**config.mk**
```make
export PLATFORM = sky130hd
export DESIGN_NAME = rle_capture_ctrl_flat
export DESIGN_NICKNAME = d
export VERILOG_FILES = /design/src/rtl/rle_pkg.sv /design/src/rtl/rle_capture_ctrl_if.sv /design/src/rtl/rle_fifo.sv /design/src/rtl/rle_capture_ctrl.sv /design/src/flat_wrapper.sv
export SDC_FILE = /design/constraint.sdc
export NUM_CORES = 1
export LEC_CHECK = 0
export CAP_MARGIN = 10
export CORE_UTILIZATION = 30
export DETAILED_ROUTE_END_ITERATION = 10
export MAX_ROUTING_LAYER = met4
export SYNTH_ARGS = -nofsm -noshare
export SYNTH_HDL_FRONTEND = slang
export SYNTH_SLANG_ARGS = --single-unit
```
**constraint.sdc**
```tcl
create_clock -name core_clk -period 4.96 [get_ports core_clk]
set_input_delay 0.992 -clock core_clk [delete_from_list [all_inputs] [get_ports core_clk]]
set_output_delay 0.992 -clock core_clk [all_outputs]
set_load 0.01 [all_outputs]
```
**src/rtl/rle_pkg.sv**
```systemverilog
// Shared definitions for the RLE capture controller: sizes, state encoding and small helpers.
package rle_pkg;

    localparam int DATA_W       = 16;
    localparam int DEPTH_W      = 25;
    localparam int FIFO_AW      = 3;
    localparam int FLUSH_TMO    = 4;
    localparam int RLE_FLAG_BIT = 15;

    typedef enum logic [2:0] {
        S_IDLE  = 3'd0,
        S_ARMED = 3'd1,
        S_RUN   = 3'd2,
        S_FLUSH = 3'd3,
        S_DRAIN = 3'd4,
        S_DONE  = 3'd5
    } state_t;

    function automatic logic is_busy(input state_t s);
        return (s == S_ARMED) || (s == S_RUN) || (s == S_FLUSH) || (s == S_DRAIN);
    endfunction

endpackage

```
**src/rtl/rle_capture_ctrl_if.sv**
```systemverilog
// Valid/ready link from the capture FIFO head to the sample-memory writer.
interface rle_capture_ctrl_if #(
    parameter int DATA_W = 16
);
    logic [DATA_W-1:0] mem_data;
    logic              mem_valid;
    logic              mem_ready;

    modport master (output mem_data, output mem_valid, input mem_ready);
    modport slave  (input mem_data, input mem_valid, output mem_ready);
endinterface

```
**src/rtl/rle_fifo.sv**
```systemverilog
// First-word-fall-through FIFO with synchronous clear; caller only pushes when space is
// available (or a pop frees a slot in the same cycle) and only pops when non-empty.
module rle_fifo #(
    parameter int DATA_W = 16,
    parameter int AW     = 3
) (
    input  logic              clk,
    input  logic              rst_n,
    input  logic              clr,
    input  logic              push,
    input  logic              pop,
    input  logic [DATA_W-1:0] wdata,
    output logic [DATA_W-1:0] rdata,
    output logic              empty,
    output logic              full
);

    localparam int ENTRIES = 1 << AW;

    logic [DATA_W-1:0] mem [ENTRIES];
    logic [AW-1:0]     wr_ptr;
    logic [AW-1:0]     rd_ptr;
    logic [AW:0]       cnt;
    logic [AW:0]       cnt_d;

    always_comb begin
        cnt_d = cnt;
        if (push && !pop) begin
            cnt_d = cnt + (AW+1)'(1);
        end else if (pop && !push) begin
            cnt_d = cnt - (AW+1)'(1);
        end
    end

    always_ff @(posedge clk or negedge rst_n) begin
        if (!rst_n) begin
            wr_ptr <= '0;
            rd_ptr <= '0;
            cnt    <= '0;
            empty  <= 1'b1;
            full   <= 1'b0;
        end else if (clr) begin
            wr_ptr <= '0;
            rd_ptr <= '0;
            cnt    <= '0;
            empty  <= 1'b1;
            full   <= 1'b0;
        end else begin
            if (push) begin
                wr_ptr <= wr_ptr + AW'(1);
            end
            if (pop) begin
                rd_ptr <= rd_ptr + AW'(1);
            end
            cnt   <= cnt_d;
            empty <= (cnt_d == '0);
            full  <= (cnt_d == (AW+1)'(ENTRIES));
        end
    end

    // On a full FIFO a simultaneous push overwrites the head slot that is being popped.
    always_ff @(posedge clk) begin
        if (push && !clr) begin
            mem[wr_ptr] <= wdata;
        end
    end

    assign rdata = mem[rd_ptr];

endmodule

```
**src/rtl/rle_capture_ctrl.sv**
```systemverilog
// Sequences one acquisition through the run-length encoder and buffers stored words
// toward the sample-memory writer.
//
//   state  | meaning
//   IDLE   | waiting for cfg_start
//   ARMED  | waiting for trig_hit
//   RUN    | storing raw samples or encoder words
//   FLUSH  | enc_flush issued, waiting up to FLUSH_TMO cycles for the closing word
//   DRAIN  | encoder stopped, emptying the FIFO
//   DONE   | capture complete, done held high
module rle_capture_ctrl #(
    parameter int DEPTH_W   = rle_pkg::DEPTH_W,
    parameter int DATA_W    = rle_pkg::DATA_W,
    parameter int FIFO_AW   = rle_pkg::FIFO_AW,
    parameter int FLUSH_TMO = rle_pkg::FLUSH_TMO
) (
    input  logic                core_clk,
    input  logic                core_rst_n,
    input  logic                cfg_start,
    input  logic                cfg_abort,
    input  logic                cfg_rle_mode,
    input  logic [DEPTH_W-1:0]  cfg_depth,
    input  logic                trig_hit,
    input  logic [DATA_W-1:0]   capture_data,
    input  logic                enc_valid,
    input  logic [DATA_W-1:0]   enc_data,
    output logic                enc_run,
    output logic                enc_flush,
    rle_capture_ctrl_if.master  mem,
    output logic                busy,
    output logic                done,
    output logic                overflow,
    output logic [DEPTH_W-1:0]  word_cnt,
    output logic [2:0]          state
);
    import rle_pkg::*;

    localparam int               TMO_W    = $clog2(FLUSH_TMO + 1);
    localparam logic [TMO_W-1:0] TMO_LOAD = TMO_W'(FLUSH_TMO - 1);

    state_t              state_q;
    state_t              state_d;
    logic [DEPTH_W-1:0]  push_cnt_q;
    logic [DEPTH_W-1:0]  push_cnt_d;
    logic [DEPTH_W-1:0]  push_next;
    logic [DEPTH_W-1:0]  depth_eff;
    logic [TMO_W-1:0]    tmo_q;
    logic [TMO_W-1:0]    tmo_d;
    logic                push_req;
    logic                push_ok;
    logic                pop;
    logic                fifo_clr;
    logic                clr_stats;
    logic                fifo_empty;
    logic                fifo_full;
    logic [DATA_W-1:0]   push_data;
    logic [DATA_W-1:0]   fifo_rdata;

    // push_cnt counts push attempts (including dropped words) so depth ends the capture
    // even when the memory writer stalls.
    assign depth_eff = (cfg_depth == '0) ? DEPTH_W'(1) : cfg_depth;
    assign push_next = push_cnt_q + DEPTH_W'(1);
    assign pop       = mem.mem_valid & mem.mem_ready;
    assign push_ok   = push_req & (~fifo_full | pop);

    always_comb begin
        state_d    = state_q;
        push_cnt_d = push_cnt_q;
        tmo_d      = tmo_q;
        push_req   = 1'b0;
        push_data  = capture_data;
        fifo_clr   = 1'b0;
        clr_stats  = 1'b0;
        unique case (state_q)
            S_IDLE, S_DONE: begin
                if (cfg_start) begin
                    state_d    = S_ARMED;
                    push_cnt_d = '0;
                    fifo_clr   = 1'b1;
                    clr_stats  = 1'b1;
                end
            end
            S_ARMED: begin
                if (trig_hit) begin
                    state_d = S_RUN;
                end
            end
            S_RUN: begin
                if (!cfg_rle_mode) begin
                    push_req   = 1'b1;
                    push_cnt_d = push_next;
                    if (push_next == depth_eff) begin
                        state_d = S_DRAIN;
                    end
                end else if (depth_eff == DEPTH_W'(1)) begin
                    state_d = S_FLUSH;
                    tmo_d   = TMO_LOAD;
                end else if (enc_valid) begin
                    push_req   = 1'b1;
                    push_data  = enc_data;
                    push_cnt_d = push_next;
                    if (push_next == depth_eff - DEPTH_W'(1)) begin
                        state_d = S_FLUSH;
                        tmo_d   = TMO_LOAD;
                    end
                end
            end
            S_FLUSH: begin
                if (enc_valid) begin
                    push_req  = 1'b1;
                    push_data = enc_data;
                    state_d   = S_DRAIN;
                end else if (tmo_q == '0) begin
                    state_d = S_DRAIN;
                end else begin
                    tmo_d = tmo_q - TMO_W'(1);
                end
            end
            S_DRAIN: begin
                if (!mem.mem_valid) begin
                    state_d = S_DONE;
                end
            end
            default: state_d = S_IDLE;
        endcase
        if (cfg_abort) begin
            state_d  = S_IDLE;
            push_req = 1'b0;
            fifo_clr = 1'b1;
        end
    end

    always_ff @(posedge core_clk or negedge core_rst_n) begin
        if (!core_rst_n) begin
            state_q    <= S_IDLE;
            push_cnt_q <= '0;
            tmo_q      <= '0;
            enc_run    <= 1'b0;
            enc_flush  <= 1'b0;
            busy       <= 1'b0;
            done       <= 1'b0;
            overflow   <= 1'b0;
            word_cnt   <= '0;
        end else begin
            state_q    <= state_d;
            push_cnt_q <= push_cnt_d;
            tmo_q      <= tmo_d;
            enc_run    <= (state_d == S_RUN) || (state_d == S_FLUSH);
            enc_flush  <= (state_d == S_FLUSH) && (state_q != S_FLUSH);
            busy       <= is_busy(state_d);
            done       <= (state_d == S_DONE);
            if (clr_stats) begin
                word_cnt <= '0;
                overflow <= 1'b0;
            end else begin
                if (push_ok) begin
                    word_cnt <= word_cnt + DEPTH_W'(1);
                end
                if (push_req && !push_ok) begin
                    overflow <= 1'b1;
                end
            end
        end
    end

    rle_fifo #(
        .DATA_W (DATA_W),
        .AW     (FIFO_AW)
    ) u_fifo (
        .clk   (core_clk),
        .rst_n (core_rst_n),
        .clr   (fifo_clr),
        .push  (push_ok),
        .pop   (pop),
        .wdata (push_data),
        .rdata (fifo_rdata),
        .empty (fifo_empty),
        .full  (fifo_full)
    );

    assign mem.mem_data  = fifo_rdata;
    assign mem.mem_valid = ~fifo_empty;
    assign state         = state_q;

endmodule

```
**src/flat_wrapper.sv**
```systemverilog
// flat-port wrapper written by rule: the top's interface ports become plain ports
module rle_capture_ctrl_flat import rle_pkg::*;
#(
    parameter int DEPTH_W   = rle_pkg::DEPTH_W,
    parameter int DATA_W    = rle_pkg::DATA_W,
    parameter int FIFO_AW   = rle_pkg::FIFO_AW,
    parameter int FLUSH_TMO = rle_pkg::FLUSH_TMO
)
  (core_clk, core_rst_n, cfg_start, cfg_abort, cfg_rle_mode, cfg_depth, trig_hit, capture_data, enc_valid, enc_data, enc_run, enc_flush, busy, done, overflow, word_cnt, state, mem_mem_data, mem_mem_valid, mem_mem_ready);
  rle_capture_ctrl_if #(.DATA_W(DATA_W)) mem_i ();
  input  logic core_clk;
  input  logic core_rst_n;
  input  logic cfg_start;
  input  logic cfg_abort;
  input  logic cfg_rle_mode;
  input  logic [DEPTH_W-1:0] cfg_depth;
  input  logic trig_hit;
  input  logic [DATA_W-1:0] capture_data;
  input  logic enc_valid;
  input  logic [DATA_W-1:0] enc_data;
  output logic enc_run;
  output logic enc_flush;
  output logic busy;
  output logic done;
  output logic overflow;
  output logic [DEPTH_W-1:0] word_cnt;
  output logic [2:0] state;
  output wire logic [$bits(mem_i.mem_data)-1:0] mem_mem_data;
  output wire logic [$bits(mem_i.mem_valid)-1:0] mem_mem_valid;
  input wire logic [$bits(mem_i.mem_ready)-1:0] mem_mem_ready;
  assign mem_mem_data = mem_i.mem_data;
  assign mem_mem_valid = mem_i.mem_valid;
  assign mem_i.mem_ready = mem_mem_ready;
  rle_capture_ctrl #(.DEPTH_W(DEPTH_W), .DATA_W(DATA_W), .FIFO_AW(FIFO_AW), .FLUSH_TMO(FLUSH_TMO)) u_core (.core_clk(core_clk), .core_rst_n(core_rst_n), .cfg_start(cfg_start), .cfg_abort(cfg_abort), .cfg_rle_mode(cfg_rle_mode), .cfg_depth(cfg_depth), .trig_hit(trig_hit), .capture_data(capture_data), .enc_valid(enc_valid), .enc_data(enc_data), .enc_run(enc_run), .enc_flush(enc_flush), .mem(mem_i), .busy(busy), .done(done), .overflow(overflow), .word_cnt(word_cnt), .state(state));
endmodule
```
==> flow_summary.yaml, run 1 <==
logic_synthesis:
  yosys_register_bits: 201
  synth_top_area_share_pct: 36.09
  synth.distinct_cells: 68
  synth_area_per_cell_sq_um: 11.70
  synth_common_cells: "edfxtp_1, dfrtp_1, nor2_1"
  netlist_area_sq_um: 10650
  synth_edf_count: 128
  async_reset_ff_share_pct: 36.32
  synth_seq_area_share_pct: 53.26
  synth_top_area_cell: "edfxtp_1"
  yosysMostFrequentCell: "edfxtp_1"
  syn_inst: 910
  syn_nets: 985
  ys.warnings.count: 0
  ys.flop_type: "edfxtp_1"
  synth.area.top_cells: "edfxtp_1, dfrtp_1, mux4_2"
placement:
  io_buffers: 114
  place.gp.congestion: 0.9212
  dp_hpwl_microns: 19790
  post-place-ws_ps: 59.48
sta:
  whs_ps: 513.7
  hold_viol: 0
  tightest_slew_ps: 970.4
  slew_headroom_pct: 35.30
  setup_viol: 0
  period_share_pct: 88.52
  worst_clock_skew_ps: 8.936
  fin_tns_setup_ps: 0
  slew_violations: 0
  rsz0062_at_grt: "false"
  max_clock_freq_mhz: 227.8
  setup_ws_ps: 569.3
  period_needed_ps: 4391
floorplanning:
  initial_core_util_pct: 30.68
  die_y_microns: 190.4
  ios: 115
  rows: 68
  coreArea_sq_um: 34710
  die_area_sq_um: 36250
  die_w_microns: 190.4
final_layout:
  diodes: 0
  finalNetCount: 1115
  drive_gt1_share_pct: 15.42
  syn_to_final_growth_pct: 25.06
  fillers: 3393
clock_network:
  clkSinkCount: 201
  ctsHoldBuffers: 0
  cts_resized: 0
  clkTransAtPathRegs_ps: 60
  clock_latency_ps: 510
  cts_tree: "done"
  htree_levels: 1
  post-cts-setup-buffers: 0
  clockBufferDepth: 3
  cts_root_buffer: "clkbuf_16"
  cts_buffers: 24
critical_path:
  cp_max_fo: 6
  cp-startpoint: "cfg_depth[23]"
  arrival_ps: 4790
  crit_path_end_kind: "register"
  cp-start-kind: "primary input"
  critical_path_required_ps: 5350
  timing.rr.start: "u_core.push_cnt_q[0]$_DFFE_PN0P_"
  crit_type: "in2reg"
drt:
  drc: 0
  ant_nets: 0
  via_per_inst: 5.310
  wl_met3_microns: 1658
  via_count: 8028
  drtPass1Iterations: 5
  top_layer: "met4"
  wire_per_inst_microns: 18.87
  met2_length_microns: 13060
  initialDrtViolationCount: 576
  m1WireLength_microns: 13130
  wl_microns: 28540
run:
  cap_violations: 0
global_routing:
  grt_pass1_vias: 7657
  grtUsageTotal_pct: 16.05
  grt_overflow: 0
  antenna_found_initial: 0
  grt_pass1_wl_microns: 44050
  grt_max_degree: 74
pwr:
  power_density_nw_per_um2: 296.2
  ir_drop_v: 0.0002171
  p_leak_nw: 4.566
min_path:
  hold_path_class: "reg2reg"
  hp-start: "u_core.overflow$_DFFE_PN0P_"
outcome:
  outcome: "completed"
==> path summary, 6_finish.rpt <==
check                                                       to  slack (ps)  cells after the start
max                                u_core.tmo_q[2]$_DFFE_PN0P_         570                     15
max in group asynchronous  u_core.u_fifo.rd_ptr[1]$_DFFE_PN0P_        3630                      1
max reg2reg                              u_core.busy$_DFF_PN0_        1010                      9
min reg2reg                        u_core.overflow$_DFFE_PN0P_         510                      2
min                                u_core.overflow$_DFFE_PN0P_         510                      2
min in group asynchronous      u_core.word_cnt[24]$_DFFE_PN0P_         630                      1
==> cell type report <==
cell class,instances,area (sq um),share of cell area (%)
tap,455,569.3,4.275
clock inverter,17,202.7,1.522
timing repair buffer,156,1454,10.92
sequential,201,5674,42.61
inverter,24,90.09,0.6764
clock buffer,26,608.1,4.566
multi-input combinational,633,4720,35.44
==> sequential cells by signal, indices dropped and copies added (netlist names) <==
| signal | count |
|---|---|
| u_core.busy | 1 |
| u_core.done | 1 |
| u_core.enc_flush | 1 |
| u_core.enc_run | 1 |
| u_core.overflow | 1 |
| u_core.push_cnt_q | 25 |
| u_core.state | 3 |
| u_core.tmo_q | 3 |
| u_core.u_fifo.cnt | 4 |
| u_core.u_fifo.empty | 1 |
| u_core.u_fifo.full | 1 |
| u_core.u_fifo.mem | 128 |
| u_core.u_fifo.rd_ptr | 3 |
| u_core.u_fifo.wr_ptr | 3 |
| u_core.word_cnt | 25 |
==> critical path: stages <==
cell             delay, ps
clkdlybuf4s50_1        500
nor4_1                 100
buf_4                  170
nand4_1                 80
nor3_1                  70
nor2_1                 140
ha_1                   210
or3b_2                 470
or2_4                  270
or3_1                  320
or4_1                  400
mux2i_1                140
nand3_1                 80
o41a_1                 520
a221o_1                330
==> per-layer routing <==
layer  vias to the layer above  track usage, %
met3                        49           2.595
met2                       260           24.39
met1                      3976           21.98
met5                         -               -
li1                       3743               -
met4                         0           4.769
==> where the power goes <==
group	switching, mW	internal [mW]
clock	0.693	1.10
combinational	0.178	0.155
sequential	0.0185	1.80
==> stage by stage <==
step	util (%)	power (mW)	std cells	instance area, sq um
global route	38.37	4.097	1512	13320
detailed placement	36.03	2.190	1469	12510
global placement	36.03	2.187	1469	12510
floorplan	-	2.020	910	10650
CTS	38.37	4.001	1512	13320
finish	38.37	3.945	1512	13320
==> cell families (layout without fill, tap and decap cells) <==
family / Yosys count / in the layout / synth area share [%]
adder cells (fa/ha/maj): 10 / 10 / 1.175
XOR/XNOR: 67 / 67 / 5.898
buffers and inverters: 76 / 223 / 2.832
multiplexers: 72 / 72 / 10.90
AO/OA/AOI/OAI: 170 / 170 / 10.29
flip-flops: 201 / 201 / 53.26
AND/OR/NAND/NOR: 314 / 314 / 15.64
==> cell usage in the layout (no fill, tap or decap), drive strengths merged, types with 4 or more instances in the layout <==
cell type,count
edfxtp,128
clkdlybuf4s50,113
dfrtp,72
nor2,68
o21ai,61
nand2,48
buf,43
nand3,39
xnor2,39
mux2,32
mux4,32
a21oi,31
nor3,30
nand4,27
inv,26
clkbuf,26
xor2,25
nor4,21
or3,20
o31ai,20
ha,10
clkinv,10
nor2b,9
and4,8
mux2i,8
nor3b,8
nand2b,7
o21a,6
or4,6
and2,5
o41ai,5
or2,5
nor4b,5
a21o,4
and3,4
a31oi,4
o211ai,4
bufinv,4
Note: power is estimated with default switching activity, not from simulation.
==> run 2, diff against run 1 <==
Settings changed: CORE_UTILIZATION 30 to 42, REMOVE_ABC_BUFFERS set to 1.
==> run 2 against run 1 <==
Sequential power barely moved. Sequential cell count did not move. Worst hold slack got worse by 99 ps. Via count fell by 1.7%. Utilization rose by 14 points. Cell area fell by 2.5%. Combinational power fell by 2%. Cell count fell by 9.1%. Worst setup slack got worse by 21 ps. Die area fell by 28%.
==> flow_summary.yaml, run 2 (synthesis results as in run 1) <==
outcome:
  outcome: "completed"
floorplanning:
  ios: 115
  rows: 57
  die_area_sq_um: 26000
  die_w_microns: 161.2
  initial_core_util_pct: 43.28
  die_y_microns: 161.2
  coreArea_sq_um: 24600
pwr:
  clockPowerShare_pct: 40.3
  comb_power_share_pct: 9.0
  power_density_nw_per_um2: 277.6
  p_sw_mw: 0.8309
  p_leak_nw: 4.491
  p_sw_share_pct: 23.06
  p_int_mw: 2.772
  sequentialPowerShare_pct: 50.6
  ir_drop_v: 0.0002274
clock_network:
  clkTransAtPathRegs_ps: 70
  clockBufferDepth: 3
  cts_resized: 0
  cts_buffers: 22
  clkSinkCount: 201
  ctsHoldBuffers: 0
  cts_tree: "done"
  clock_latency_ps: 500
  post-cts-setup-buffers: 0
  htree_levels: 1
  cts_root_buffer: "clkbuf_16"
sta:
  slew_headroom_pct: 36.81
  setup_viol: 0
  hold_viol: 0
  setup_ws_ps: 548.1
  period_needed_ps: 4412
  tightest_slew_ps: 947.9
  max_clock_freq_mhz: 226.7
  period_share_pct: 88.95
  rsz0062_at_grt: "false"
  worst_clock_skew_ps: 11.78
  fin_tns_setup_ps: 0
  slew_violations: 0
final_layout:
  multi_input_area_sq_um: 4720
  syn_to_final_growth_pct: 21.88
  stdcell_count: 1375
  top_regs: "u_core.u_fifo.mem x128, u_core.push_cnt_q x25, u_core.word_cnt x25"
  diodes: 0
  regMostFlops: "u_core.u_fifo.mem"
  fillers: 2128
  finalNetCount: 1114
  largest_reg_flops: 128
  layout_common_cells: "edfxtp_1, clkdlybuf4s50_1, dfrtp_1, nor2_1, o21ai_0"
  final_common_cell: "edfxtp_1"
  register_area_sq_um: 5673
  drive_gt1_share_pct: 14.94
drt:
  via_per_inst: 5.741
  wl_microns: 26420
  drc: 0
  top_layer: "met4"
  m1WireLength_microns: 12860
  drtPass1Iterations: 5
  wl_met3_microns: 1656
  initialDrtViolationCount: 630
  via_count: 7894
  ant_nets: 0
  met2_length_microns: 11610
  wire_per_inst_microns: 19.22
global_routing:
  grt_max_degree: 49
  grt_pass1_vias: 7532
  grt_overflow: 0
  grtUsageTotal_pct: 21.38
  antenna_found_initial: 0
  grt_pass1_wl_microns: 42470
critical_path:
  crit_type: "in2reg"
  cp_max_fo: 6
  reg2reg_slack_ps: 1170
  critical_path_required_ps: 5340
  critPathSlowestCell: "o41a_1"
  cpPeakStageDelay_ps: 510
  crit_path_end_kind: "register"
  cp-start-kind: "primary input"
  worstPathCellList: "clkdlybuf4s50_1, nor4_1, buf_4, nand4_1, nor3_1, nor2_1, ha_1, or3b_2, or2_4, or3_1, or4_1, mux2i_1, nand3_1, o41a_1, a221o_1"
  arrival_ps: 4790
placement:
  dp.cells: 1339
  io_buffers: 114
  post-place-ws_ps: 25.29
  place.gp.congestion: 0.9602
  dp_hpwl_microns: 18080
min_path:
  hold_path_class: "in2async"
run:
  cap_violations: 0
-- run 2: changes by cell type in the layout (fill, tap and decap cells not counted) --
| cell | delta |
|---|---|
| clkbuf_16 | -2 |
| dfrtp_2 | -1 |
| clkbuf_1 | +2 |
| dfrtp_1 | +1 |
| clkinv_1 | -3 |
| inv_6 | -1 |
| clkinv_2 | +2 |
| buf_4 | +1 |
| bufinv_16 | -4 |
| clkinv_4 | -1 |
-- run 2: power groups by stage --
stage / clock, mW / sequential, mW / combinational, mW
after global routing: 1.54 / 1.83 / 0.356
final: 1.45 / 1.82 / 0.326
after global placement: 0 / 1.86 / 0.324
after CTS: 1.49 / 1.82 / 0.326
after detailed placement: 0 / 1.86 / 0.325
after floorplan: 0 / 1.86 / 0.155
-- run 2: worst paths after layout --
kind / cells after the start / start / to
max in group asynchronous: 2 / core_rst_n / u_core.u_fifo.rd_ptr[0]$_DFFE_PN0P_
min: 1 / core_rst_n / u_core.push_cnt_q[20]$_DFFE_PN0P_
min reg2reg: 2 / u_core.word_cnt[24]$_DFFE_PN0P_ / u_core.word_cnt[24]$_DFFE_PN0P_
max: 15 / cfg_depth[23] / u_core.tmo_q[2]$_DFFE_PN0P_
min in group core_clk: 2 / u_core.word_cnt[24]$_DFFE_PN0P_ / u_core.word_cnt[24]$_DFFE_PN0P_
max reg2reg: 9 / u_core.push_cnt_q[0]$_DFFE_PN0P_ / u_core.busy$_DFF_PN0_
-- run 2: critical path: cells and delay by family --
| family | cells | cell delay (ps) |
|---|---|---|
| AO/OA/AOI/OAI | 2 | 830 |
| adder cells (fa/ha/maj) | 1 | 180 |
| buffers and inverters | 2 | 660 |
| multiplexers | 1 | 160 |
| AND/OR/NAND/NOR | 9 | 1970 |
-- run 2: layer usage --
metal | up-vias | track usage (%)
li1 | 3740 | -
met1 | 3851 | 31.89
met2 | 276 | 31.11
met3 | 27 | 3.416
met4 | 0 | 3.602
met5 | - | -
-- run 2: final cells by class --
class,instances,area share (%)
clock buffer,26,4.357
inverter,24,0.6941
clock inverter,10,0.4917
tap,324,3.123
multi-input combinational,633,36.36
sequential,201,43.71
timing repair buffer,157,11.26
-- run 2: stage by stage --
stage                     utilization (%)  hold slack [ps]  area [sq um]  power (mW)
after floorplan                         -            467.6         10440       2.010
after global placement              50.19            538.9         12350       2.181
after detailed placement            50.19            542.6         12350       2.181
after CTS                           52.75            411.2         12980       3.639
after global routing                52.75            431.4         12980       3.726
final                               52.75            414.5         12980       3.602
